==> src/rtl/usr_pkg.sv <==
// Shared definitions for the universal shift register: the shift/rotate mode codes and the FSM state encoding.
package usr_pkg;

  localparam logic [1:0] MODE_SHL = 2'b00;
  localparam logic [1:0] MODE_SHR = 2'b01;
  localparam logic [1:0] MODE_ROL = 2'b10;
  localparam logic [1:0] MODE_ROR = 2'b11;

  typedef enum logic {
    ST_IDLE  = 1'b0,
    ST_SHIFT = 1'b1
  } state_t;

endpackage

==> src/rtl/usr_shift_step.sv <==
// Single-bit shift/rotate step: computes the next register value for one shift cycle.
// Latency: combinational, zero cycles.
// Backpressure: none; this is a pure function of its inputs.
module usr_shift_step
  import usr_pkg::*;
#(
  parameter int WIDTH = 8
) (
  input  logic [1:0]       mode,
  input  logic [WIDTH-1:0] cur,
  input  logic             s_in_l,
  input  logic             s_in_r,
  output logic [WIDTH-1:0] nxt
);

  always_comb begin
    nxt = cur;
    unique case (mode)
      MODE_SHL: nxt = {cur[WIDTH-2:0], s_in_r};
      MODE_SHR: nxt = {s_in_l, cur[WIDTH-1:1]};
      MODE_ROL: nxt = {cur[WIDTH-2:0], cur[WIDTH-1]};
      MODE_ROR: nxt = {cur[0], cur[WIDTH-1:1]};
      default:  nxt = cur;
    endcase
  end

endmodule

==> src/rtl/universal_shift_reg.sv <==
// WIDTH-bit register with parallel load and multi-cycle shift/rotate commands, one bit per cycle.
// Latency: load in one edge; a start with amount N completes after N edges, done pulses the cycle after.
// Backpressure: load/start are ignored while busy; nothing is queued.
module universal_shift_reg
  import usr_pkg::*;
#(
  parameter int WIDTH = 8,
  parameter int CNT_W = $clog2(WIDTH + 1)
) (
  input  logic             clk,
  input  logic             clear,
  input  logic             load,
  input  logic [WIDTH-1:0] p_in,
  input  logic             start,
  input  logic [1:0]       mode,
  input  logic [CNT_W-1:0] amount,
  input  logic             s_in_r,
  input  logic             s_in_l,
  output logic [WIDTH-1:0] p_out,
  output logic             s_out_l,
  output logic             s_out_r,
  output logic             busy,
  output logic             done
);

  state_t           state_q, state_d;
  logic [CNT_W-1:0] cnt_q, cnt_d;
  logic [1:0]       mode_q, mode_d;
  logic [WIDTH-1:0] reg_q, reg_d;
  logic             done_q, done_d;
  logic [WIDTH-1:0] step_val;

  usr_shift_step #(.WIDTH(WIDTH)) u_step (
    .mode   (mode_q),
    .cur    (reg_q),
    .s_in_l (s_in_l),
    .s_in_r (s_in_r),
    .nxt    (step_val)
  );

  always_comb begin
    state_d = state_q;
    cnt_d   = cnt_q;
    mode_d  = mode_q;
    reg_d   = reg_q;
    done_d  = 1'b0;
    unique case (state_q)
      ST_IDLE: begin
        if (load) begin
          reg_d = p_in;
        end else if (start) begin
          // A zero-length command completes immediately without entering SHIFT.
          if (amount != '0) begin
            mode_d  = mode;
            cnt_d   = amount;
            state_d = ST_SHIFT;
          end else begin
            done_d = 1'b1;
          end
        end
      end
      ST_SHIFT: begin
        reg_d = step_val;
        cnt_d = cnt_q - CNT_W'(1);
        if (cnt_q == CNT_W'(1)) begin
          state_d = ST_IDLE;
          done_d  = 1'b1;
        end
      end
      default: state_d = ST_IDLE;
    endcase
  end

  always_ff @(posedge clk) begin
    if (clear) begin
      state_q <= ST_IDLE;
      cnt_q   <= '0;
      mode_q  <= MODE_SHL;
      reg_q   <= '0;
      done_q  <= 1'b0;
    end else begin
      state_q <= state_d;
      cnt_q   <= cnt_d;
      mode_q  <= mode_d;
      reg_q   <= reg_d;
      done_q  <= done_d;
    end
  end

  assign p_out   = reg_q;
  assign s_out_l = reg_q[WIDTH-1];
  assign s_out_r = reg_q[0];
  assign busy    = (state_q == ST_SHIFT);
  assign done    = done_q;

endmodule
==> config.mk <==
export PLATFORM = sky130hd
export DESIGN_NAME = universal_shift_reg
export DESIGN_NICKNAME = d
export VERILOG_FILES = /design/src/rtl/usr_pkg.sv /design/src/rtl/usr_shift_step.sv /design/src/rtl/universal_shift_reg.sv
export SDC_FILE = /design/constraint.sdc
export NUM_CORES = 1
export LEC_CHECK = 0
export ABC_AREA = 1
export CORE_MARGIN = 5
export CORE_UTILIZATION = 35
export CTS_CLUSTER_DIAMETER = 40
export CTS_CLUSTER_SIZE = 24
export DETAILED_ROUTE_END_ITERATION = 8
export PLACE_DENSITY = 0.65
export SETUP_SLACK_MARGIN = 0.2
export SYNTH_ARGS = -nofsm -noshare
export SYNTH_HDL_FRONTEND = slang
export SYNTH_SLANG_ARGS = --single-unit
==> constraint.sdc <==
create_clock -name clk -period 2.5 [get_ports clk]
set_input_delay 0.25 -clock clk [delete_from_list [all_inputs] [get_ports clk]]
set_output_delay 0.25 -clock clk [all_outputs]
set_load 0.02 [all_outputs]
## Word level (Yosys, flattened, before mapping)

Index checks and enable logic that the tools add are counted.

| storage, ports and cells | value |
|---|---|
| register bits after elaboration | 16 |
| input bits | 20 |
| output and inout port bits | 12 |
| logic and storage cells | 37 |

| operators by class | value |
|---|---|
| $add $sub $neg | 1 |
| eq/ne operators | 8 |
| mux-type cells | 17 |
| bitwise logic cells | 2 |
| reductions and logical operators | 4 |

Operator list:

| operator | number |
|---|---|
| 8-bit case mux with 4 select lines | 1 |
| 8-bit case mux with 2 select lines | 1 |
| 4-bit two-way mux | 3 |
| 1-bit two-way mux | 8 |
| 8-bit two-way mux | 1 |
| 2-bit != test, second input constant | 4 |
| 4-bit case mux with 2 select lines | 1 |
| 2-bit equality test, second input constant | 2 |
| 4-bit by 1-bit equality test with 1-bit output, second input constant | 1 |
| 1-bit case mux with 2 select lines | 2 |
| 4-bit AND reduction | 1 |
| 4-bit nonzero test | 1 |
| 4-bit by 1-bit subtractor with 4-bit output, second input constant | 1 |
| 3-bit AND reduction | 1 |
| 2-bit by 1-bit equality test with 1-bit output, second input constant | 1 |
| 2-bit logical NOT | 1 |
| 1-bit inverter | 2 |

## Logic depth before layout (Yosys ltp)

| depth | value |
|---|---|
| word-level depth | 5 |
| mapped depth | 7 |
| gate-level depth less buffers | 7 |

## Hierarchy

From an unflattened synthesis, not the netlist that was laid out.

| unflattened totals | value |
|---|---|
| cells, all modules | 152 |
| area, all modules | 1,023.5 um^2 |

By module, submodules not included:

| module | instances | cells each | area each (um^2) | sequential area each (um^2) |
|---|---|---|---|---|
| universal_shift_reg | 1 | 123 | 865.8 | 320.3 |
| usr_shift_step | 1 | 29 | 157.7 | 0.0 |

## Worst setup path before layout

OpenSTA, ideal clock, no wires.

| timing path | value |
|---|---|
| path type | register to register |
| start point | register state_q (netlist: busy) |
| end point | register mode_q[0] |
| library setup time | 0.124 ns |
| arrival time | 1.046 ns |
| data required time | 2.376 ns |
| setup slack | 1.330 ns |
| stages on the path, launching flop included | 6 |
| buffers on the path | 1 |
| period minus slack after synthesis | 1.170 ns |
| cells stage by stage | dfxtp_1 > buf_6 > nor3_4 > nand2_2 > o21ai_0 > a21oi_1 |

| between the ends | value |
|---|---|
| longest elaborated chain between the ends | 2 |

RTL lines:

| what | line | RTL |
|---|---|---|
| start: declaration | universal_shift_reg.sv:26 | `state_t state_q, state_d;` |
| start signal: assignment | universal_shift_reg.sv:82 | `state_q <= state_d;` |
| 1-bit inverter | - |  |
| 4-bit AND reduction (no line) | - |  |
| end signal: assignment | universal_shift_reg.sv:84 | `mode_q <= mode_d;` |
| end: declaration | universal_shift_reg.sv:28 | `logic [1:0] mode_q, mode_d;` |

Every way passes these cells.
A chain may end at the register's enable or synchronous reset.

## Final worst setup path

| timing path | value |
|---|---|
| start point | register state_q (netlist: busy) |
| end point | output busy |

RTL lines:

| what | line | RTL |
|---|---|---|
| end: declaration | universal_shift_reg.sv:22 | `output logic busy,` |

No word-level cell between the ends.

==> metrics <==
outcome=completed; worst min-delay path endpoint=cnt_q[1]; worst rel slew slack=65.3%; RSZ-0062 raised after global routing=false; count of nets left with antenna violations after detail routing=0; min setup slack post-route=around 0.63 ns; cell family contributing the most delay on the critical path=buffers and inverters; flop-to-flop setup slack=approximately 1.1 ns; Least-Margin Pin Slew=0.519 ns; number of resized instances in the post-cts repair step=0; library cell used as clock root buffer=sky130_fd_sc_hd__clkbuf_4; critical path's largest stage delay=~0.7 ns; cell accounting for the most synthesized area=sky130_fd_sc_hd__dfxtp_1; global-route wire length before repair=around 3900 um; TNS Setup=0 ns; routed wire length=~2300 um; largest fanout on the critical path=10; count of unresolved DRC violations after routing=0; GRT Overall Usage=between 10 and 15%; row count=18; mean instance size in the synthesized netlist=slightly below 7 um^2; aggregate global routing overflow=0; total die area=between 3000 and 4000 um^2; standard cell core area=~2500 um^2; Longest Clk Path Bufs=2; number of flops mapped to enable cells by yosys=0; area share of the largest cell type after synthesis=between 30% and 40%; proportion of synthesized chip area in sequential cells=a little over a third; ranking of synthesized cells by instance count=sky130_fd_sc_hd__nand2_1, sky130_fd_sc_hd__a21oi_1, sky130_fd_sc_hd__dfxtp_1, sky130_fd_sc_hd__inv_1; register bit count reported by yosys=16; Area contributors post-synth=sky130_fd_sc_hd__dfxtp_1, sky130_fd_sc_hd__nand2_1, sky130_fd_sc_hd__a21oi_1, sky130_fd_sc_hd__nand3_1, sky130_fd_sc_hd__o21ai_0; width of the die=60.6 um; number of warnings printed during yosys synthesis=0; number of vias per cell=between 5 and 6; total clock buffers created by CTS=3; share of synthesized registers carrying an async set or reset=0%; worst ir drop on vdd=between 0.2 and 0.3 mV; cell depth of the worst hold path=2; leakage power figure=roughly 0.47 nW; number of max-cap violations=0; start-to-end type of the worst setup path=flip-flop to output pin; final-report setup violation count=0; Initial Utilization=36.5%; number of clock sinks=16; number of cells on the worst reg-to-reg path=5; clock insertion delay at the later pin of the skew report=0.28 ns; Tcrit/Tclk final=about 75%; DIE HEIGHT=about 61 um; clock tree from TritonCTS=built; time the worst path needs with I/O delays and setup=roughly 1.9 ns; clock-pin slew reported for the worst setup and hold paths after clock tree synthesis=0.09 ns; number of nets in the layout=182; capture instance of the worst register-to-register path=cnt_q[2]; Hold WC Path Type=flip-flop to flip-flop; hold_ws=about 0.5 ns; H-tree Lvls=1; crit path max-delay cell type=sky130_fd_sc_hd__clkdlybuf4s50_1; most common cell in the synthesized netlist=sky130_fd_sc_hd__nand2_1; post-route design area=around 1200 um^2; largest net degree at the start of global routing=15; final HPWL from detailed placement=approximately 1700 um; Req. time, crit path=2.25 ns; fill count=around 260; antenna violations before repair=0; combined area of all synthesized cells=896 um^2; number of nets produced by synthesis=~150; Clock Skews=about 0.0058 ns; Reg2Reg Launch Point=busy; Final Hold Vio Count=0; post-synthesis instance total=130; max-slew violations=0; Hold Crit Start=cnt_q[1]; Max Clk Rate=about 540 MHz; DR WL/cell=around 12 um; area added between synthesis and finish=36.2%; IO Count=32; Buf/Inv on CP=1; prevailing post-synth register cell=sky130_fd_sc_hd__dfxtp_1; fraction of layout instances using a drive strength above 1=7.59%; ANT cells=0; power density over the cells=488 nW/um^2; series of cell instances along the critical path=clkdlybuf4s50_1; area of placed instances=~1200 um^2; number of buffers inserted to repair setup after CTS=0; kind of capture point of the worst setup path=output pin; count of input and output buffers=31; Post-Place Worst Slack=0.928 ns; number of distinct library cells after synthesis=22; via count of the first global-routing pass=around 940; final weighted congestion in routability-driven placement=0.843; crit path launch type=flip-flop; First-pass DRT Iterations=4; arrival time at the worst endpoint=about 1.6 ns; Hold-fix buffers, CTS=0; DR vias=941; detailed router's first-iteration violation count=21
[how the worst max path moves through the flow]
stage / cells after the start / start / end / slack, ns
after detailed placement: 1 / busy / busy / 0.93
after global routing: 1 / busy / busy / 0.54
after CTS: 1 / busy / busy / 0.62
after floorplan: 5 / busy / mode_q[0] / 1.33
final: 1 / busy / busy / 0.63
after global placement: 5 / load / mode_q[0] / 0.96
[sequential cells by signal, summed over array words and instances, names as in the netlist]
name	flops
mode_q	2
p_out	8
done	1
cnt_q	4
busy	1
[logic make-up (layout without fill, tap and decap cells)]
group	count (synthesis)	in the layout	share of synthesized area [%]
simple gates	53	53	26.5
compound gates	36	36	22.1
buf+inv	22	50	11.9
flops	16	16	35.8
fa+ha+maj	2	2	2.79
xor+xnor	1	1	0.978
[tightest hold or removal path: cells and delay by family, from the launching register on]
family	cells	cell delay, ns
DFF	1	0.33
and+or+nand+nor	1	0.07
AOI/OAI and AO/OA	1	0.06
[stage by stage]
step | utilization [%] | power [W] | std cells
finish | 49.7 | 0.000596 | 188
global placement | 48.8 | 0.000468 | 185
detailed placement | 48.8 | 0.000471 | 185
global route | 49.7 | 0.000643 | 188
CTS | 49.7 | 0.000603 | 188
floorplan | - | 0.000400 | 130
[cell type report]
| type | count | area (um^2) | share of cell area (%) |
|---|---|---|---|
| clock buffer | 3 | 22.5 | 1.85 |
| timing repair buffer | 31 | 310 | 25.4 |
| inverter | 16 | 60.1 | 4.92 |
| tap | 30 | 37.5 | 3.08 |
| multi-input combinational | 92 | 469 | 38.5 |
| sequential | 16 | 320 | 26.3 |
[routing by layer]
| metal | vias to the layer above | GRT usage, % | part of all wire (%) |
|---|---|---|---|
| met1 | 408 | 17.5 | 46 |
| li1 | 482 | - | - |
| met3 | 8 | 3.83 | 9.0 |
| met5 | - | 0 | 0 |
| met4 | 0 | 8.67 | 3.0 |
| met2 | 43 | 20.2 | 42 |
[power by group]
group	switching (W)	leakage (nW)	total, W	internal [W]
clock network	0.0000750	0.0138	0.000131	0.0000558
registers	0.0000236	0.132	0.000298	0.000274
logic	0.0000856	0.322	0.000167	0.0000816
total	0.000184	0.467	0.000596	0.000412
[cells in the final DEF, fill, tap and decap left out, drive strengths merged]
| cell type | instances |
|---|---|
| a21oi | 17 |
| a31oi | 6 |
| clkbuf | 3 |
| clkdlybuf4s50 | 31 |
| dfxtp | 16 |
| ha | 2 |
| inv | 16 |
| nand2 | 28 |
| nand3 | 11 |
| nor2 | 13 |
| nor3 | 1 |
| o21a | 1 |
| o21ai | 12 |
| xor2 | 1 |
Power figures use the tool's default switching activity.
==> edit, RTL diff (same flow settings) <==
`WIDTH` is set to 8 in 2 places; all go to 4.
--- a/src/rtl/usr_shift_step.sv
+++ b/src/rtl/usr_shift_step.sv
@@ -6,3 +6,3 @@
 #(
-  parameter int WIDTH = 8
+  parameter int WIDTH = 4
 ) (
--- a/src/rtl/universal_shift_reg.sv
+++ b/src/rtl/universal_shift_reg.sv
@@ -6,3 +6,3 @@
 #(
-  parameter int WIDTH = 8,
+  parameter int WIDTH = 4,
   parameter int CNT_W = $clog2(WIDTH + 1)
Interface: changed (resized amount, p_in and p_out); port bits go from 32 to 23. The function was not compared with the original's and may differ.
==> edit against the unedited design <==
  * Utilization is 2.2 points higher
  * Highest routed layer unchanged
  * Sequential cell count fell by 5
  * Clock skew decreased by 0.0055 ns
  * Global-route usage down 1.1 points
  * Critical path depth did not move
  * Design area is 25% lower
  * Power shrank 24%
  * Synthesized area down 25%
  * Wire length fell by 31%
  * Worst setup slack improved by 0.037 ns
  * Synthesized cell count decreased by 20%
  * Non-clock buffer count down 9
  * Clock power is 4% lower
  * Largest cell class unchanged
  * Via count decreased by 29%
==> edit: results (changes against the unedited design) <==
| Metric | Value |
|---|---|
| Clock sink count | 11 (-5) |
| Met2 wire length | 740 um (-22%) |
| Nets | 144 (-21%) |
| Pin count of the biggest net entering global routing | 10 (-5) |
| NetSw | 0.140 mW (-24%) |
| Commonest cells in the netlist | nand2_1, inv_1, nor2_1 |
| Critical path's top delay family | buffers and inverters |
| Adder-cell share of the synthesized area | 3.74% (+0.95 points) |
| Via count | 665 (-29%) |
| Inverters | 21 (+5) |
| Comb_multi_in | 68 (-26%) |
| Max IR drop VDD | 289 uV (+11%) |
| Worst reg-to-reg setup slack | 1.31 ns (+0.17 ns) |
| FILL cells | 194 (-25%) |
| CP max stage cell | clkdlybuf4s50_1 |
| Net Count, Synth | 121 (-20%) |
| Largest register FFs | 4 (-4) |
| First-pass GRT wire length | 2.58 mm (-33%) |
| WL/cell | 10.4 um (-14%) |
| Clock Skew | 0.000369 ns (-0.00545 ns) |
| Syn avg cell area | 6.44 um^2 (-6.6%) |
| Post-DP HPWL | 1.28 mm (-26%) |
| Layout cells sized above 1 | 8.73% (+1.1 points) |
| Clock Pin Slew Worst Setup and Hold Paths | 0.07 ns (-0.02 ns) |
| Synth async-reset ratio | 0% (unchanged) |
| Power in combinational cells | 0.119 mW (-29%) |
| P_int | 0.310 mW (-25%) |
| Worst-Margin Slew | 0.462 ns (-0.0567 ns) |
| Reg area | 220 um^2 (-31%) |
| Grt met1 use | 15.2% (-2.3 points) |
| Final std cells w/o fill | 151 (-20%) |
| Dominant cells by area after synthesis | dfxtp_1, nand2_1, inv_1, nand3_1, nor2_1 |
| Share of the yosys chip area belonging to registers | 32.9% (-2.9 points) |
| Vias in the first global route | 609 (-35%) |
| Met1 wire length | 730 um (-30%) |
| DR WL met3 | 81 um (-60%) |
| M2 GR Usage | 19.6% (-0.60 points) |
| # clk buffers | 4 (+1) |
| Reg2reg end | mode_q[1]$_SDFFE_PP0P_ |
| Starting DRT DRC Count | 13 (-38%) |
| Status | finished, final reports clean |
| Clock group share of total power | 28.1% (+6.2 points) |
| PortBufs | 22 (-29%) |
| Clk root buf | clkbuf_4 |
| Multi-input gate area | 330 um^2 (-30%) |
| Met3 Use GR | 5.82% (+2.0 points) |
| Tot GR Track Use | 12.6% (-1.1 points) |
| CP arrival | 1.58 ns (-0.04 ns) |
| Initial antenna violation count | 0 (unchanged) |
| GPL Wtd Cong | 0.812 (-3.7%) |
| Critical path peak fanout | 9 (-1) |
| Synth Area in Compound Gates | 10.1% (-12 points) |
| Count of cell types in the netlist | 19 (-14%) |
| Leakage | 0.404 nW (-13%) |
| ClkCell Share | 2.87% (+1.0 points) |
| Worst R2R Path Depth | 7 (+2) |
| Non-Clock Buffer Count | 22 (-29%) |
| Non-clk buf share | 24.0% (-1.4 points) |
| XOR/XNOR Fraction of Synth Area | 0% (-0.98 points) |
==> edit: cell count changes in the layout (fill, tap and decap cells not counted), moves of 2 or more <==
cell	before	now
o21ai_0	11	0
a21oi_1	16	6
clkdlybuf4s50_1	31	22
dfxtp_1	16	11
inv_1	13	18
a31oi_1	6	3
inv_2	3	1
o21ai_1	0	2
==> edit: worst min path at each step <==
| stage | start | end | slack (ns) | cells past startpoint |
|---|---|---|---|---|
| 2_1_floorplan | mode[0] | mode_q[0]$_SDFFE_PP0P_ | 0.40 | 2 |
| 3_3_place_gp | cnt_q[1]$_SDFFE_PP0P_ | cnt_q[1]$_SDFFE_PP0P_ | 0.47 | 2 |
| 3_5_place_dp | cnt_q[1]$_SDFFE_PP0P_ | cnt_q[1]$_SDFFE_PP0P_ | 0.48 | 2 |
| 4_1_cts | cnt_q[1]$_SDFFE_PP0P_ | cnt_q[1]$_SDFFE_PP0P_ | 0.49 | 2 |
| 5_1_grt | cnt_q[1]$_SDFFE_PP0P_ | cnt_q[1]$_SDFFE_PP0P_ | 0.53 | 2 |
| 6_report | cnt_q[1]$_SDFFE_PP0P_ | cnt_q[1]$_SDFFE_PP0P_ | 0.49 | 2 |
==> edit: per-stage QoR <==
stage | hold slack [ns] | cell area (um^2) | utilization (%) | worst slack [ns]
2_1_floorplan | 0.396 | 669 | - | 1.40
3_3_place_gp | 0.473 | 890 | 50.4 | 0.978
3_5_place_dp | 0.478 | 890 | 50.4 | 0.966
4_1_cts | 0.489 | 916 | 51.9 | 0.657
5_1_grt | 0.527 | 916 | 51.9 | 0.585
6_report | 0.486 | 916 | 51.9 | 0.669
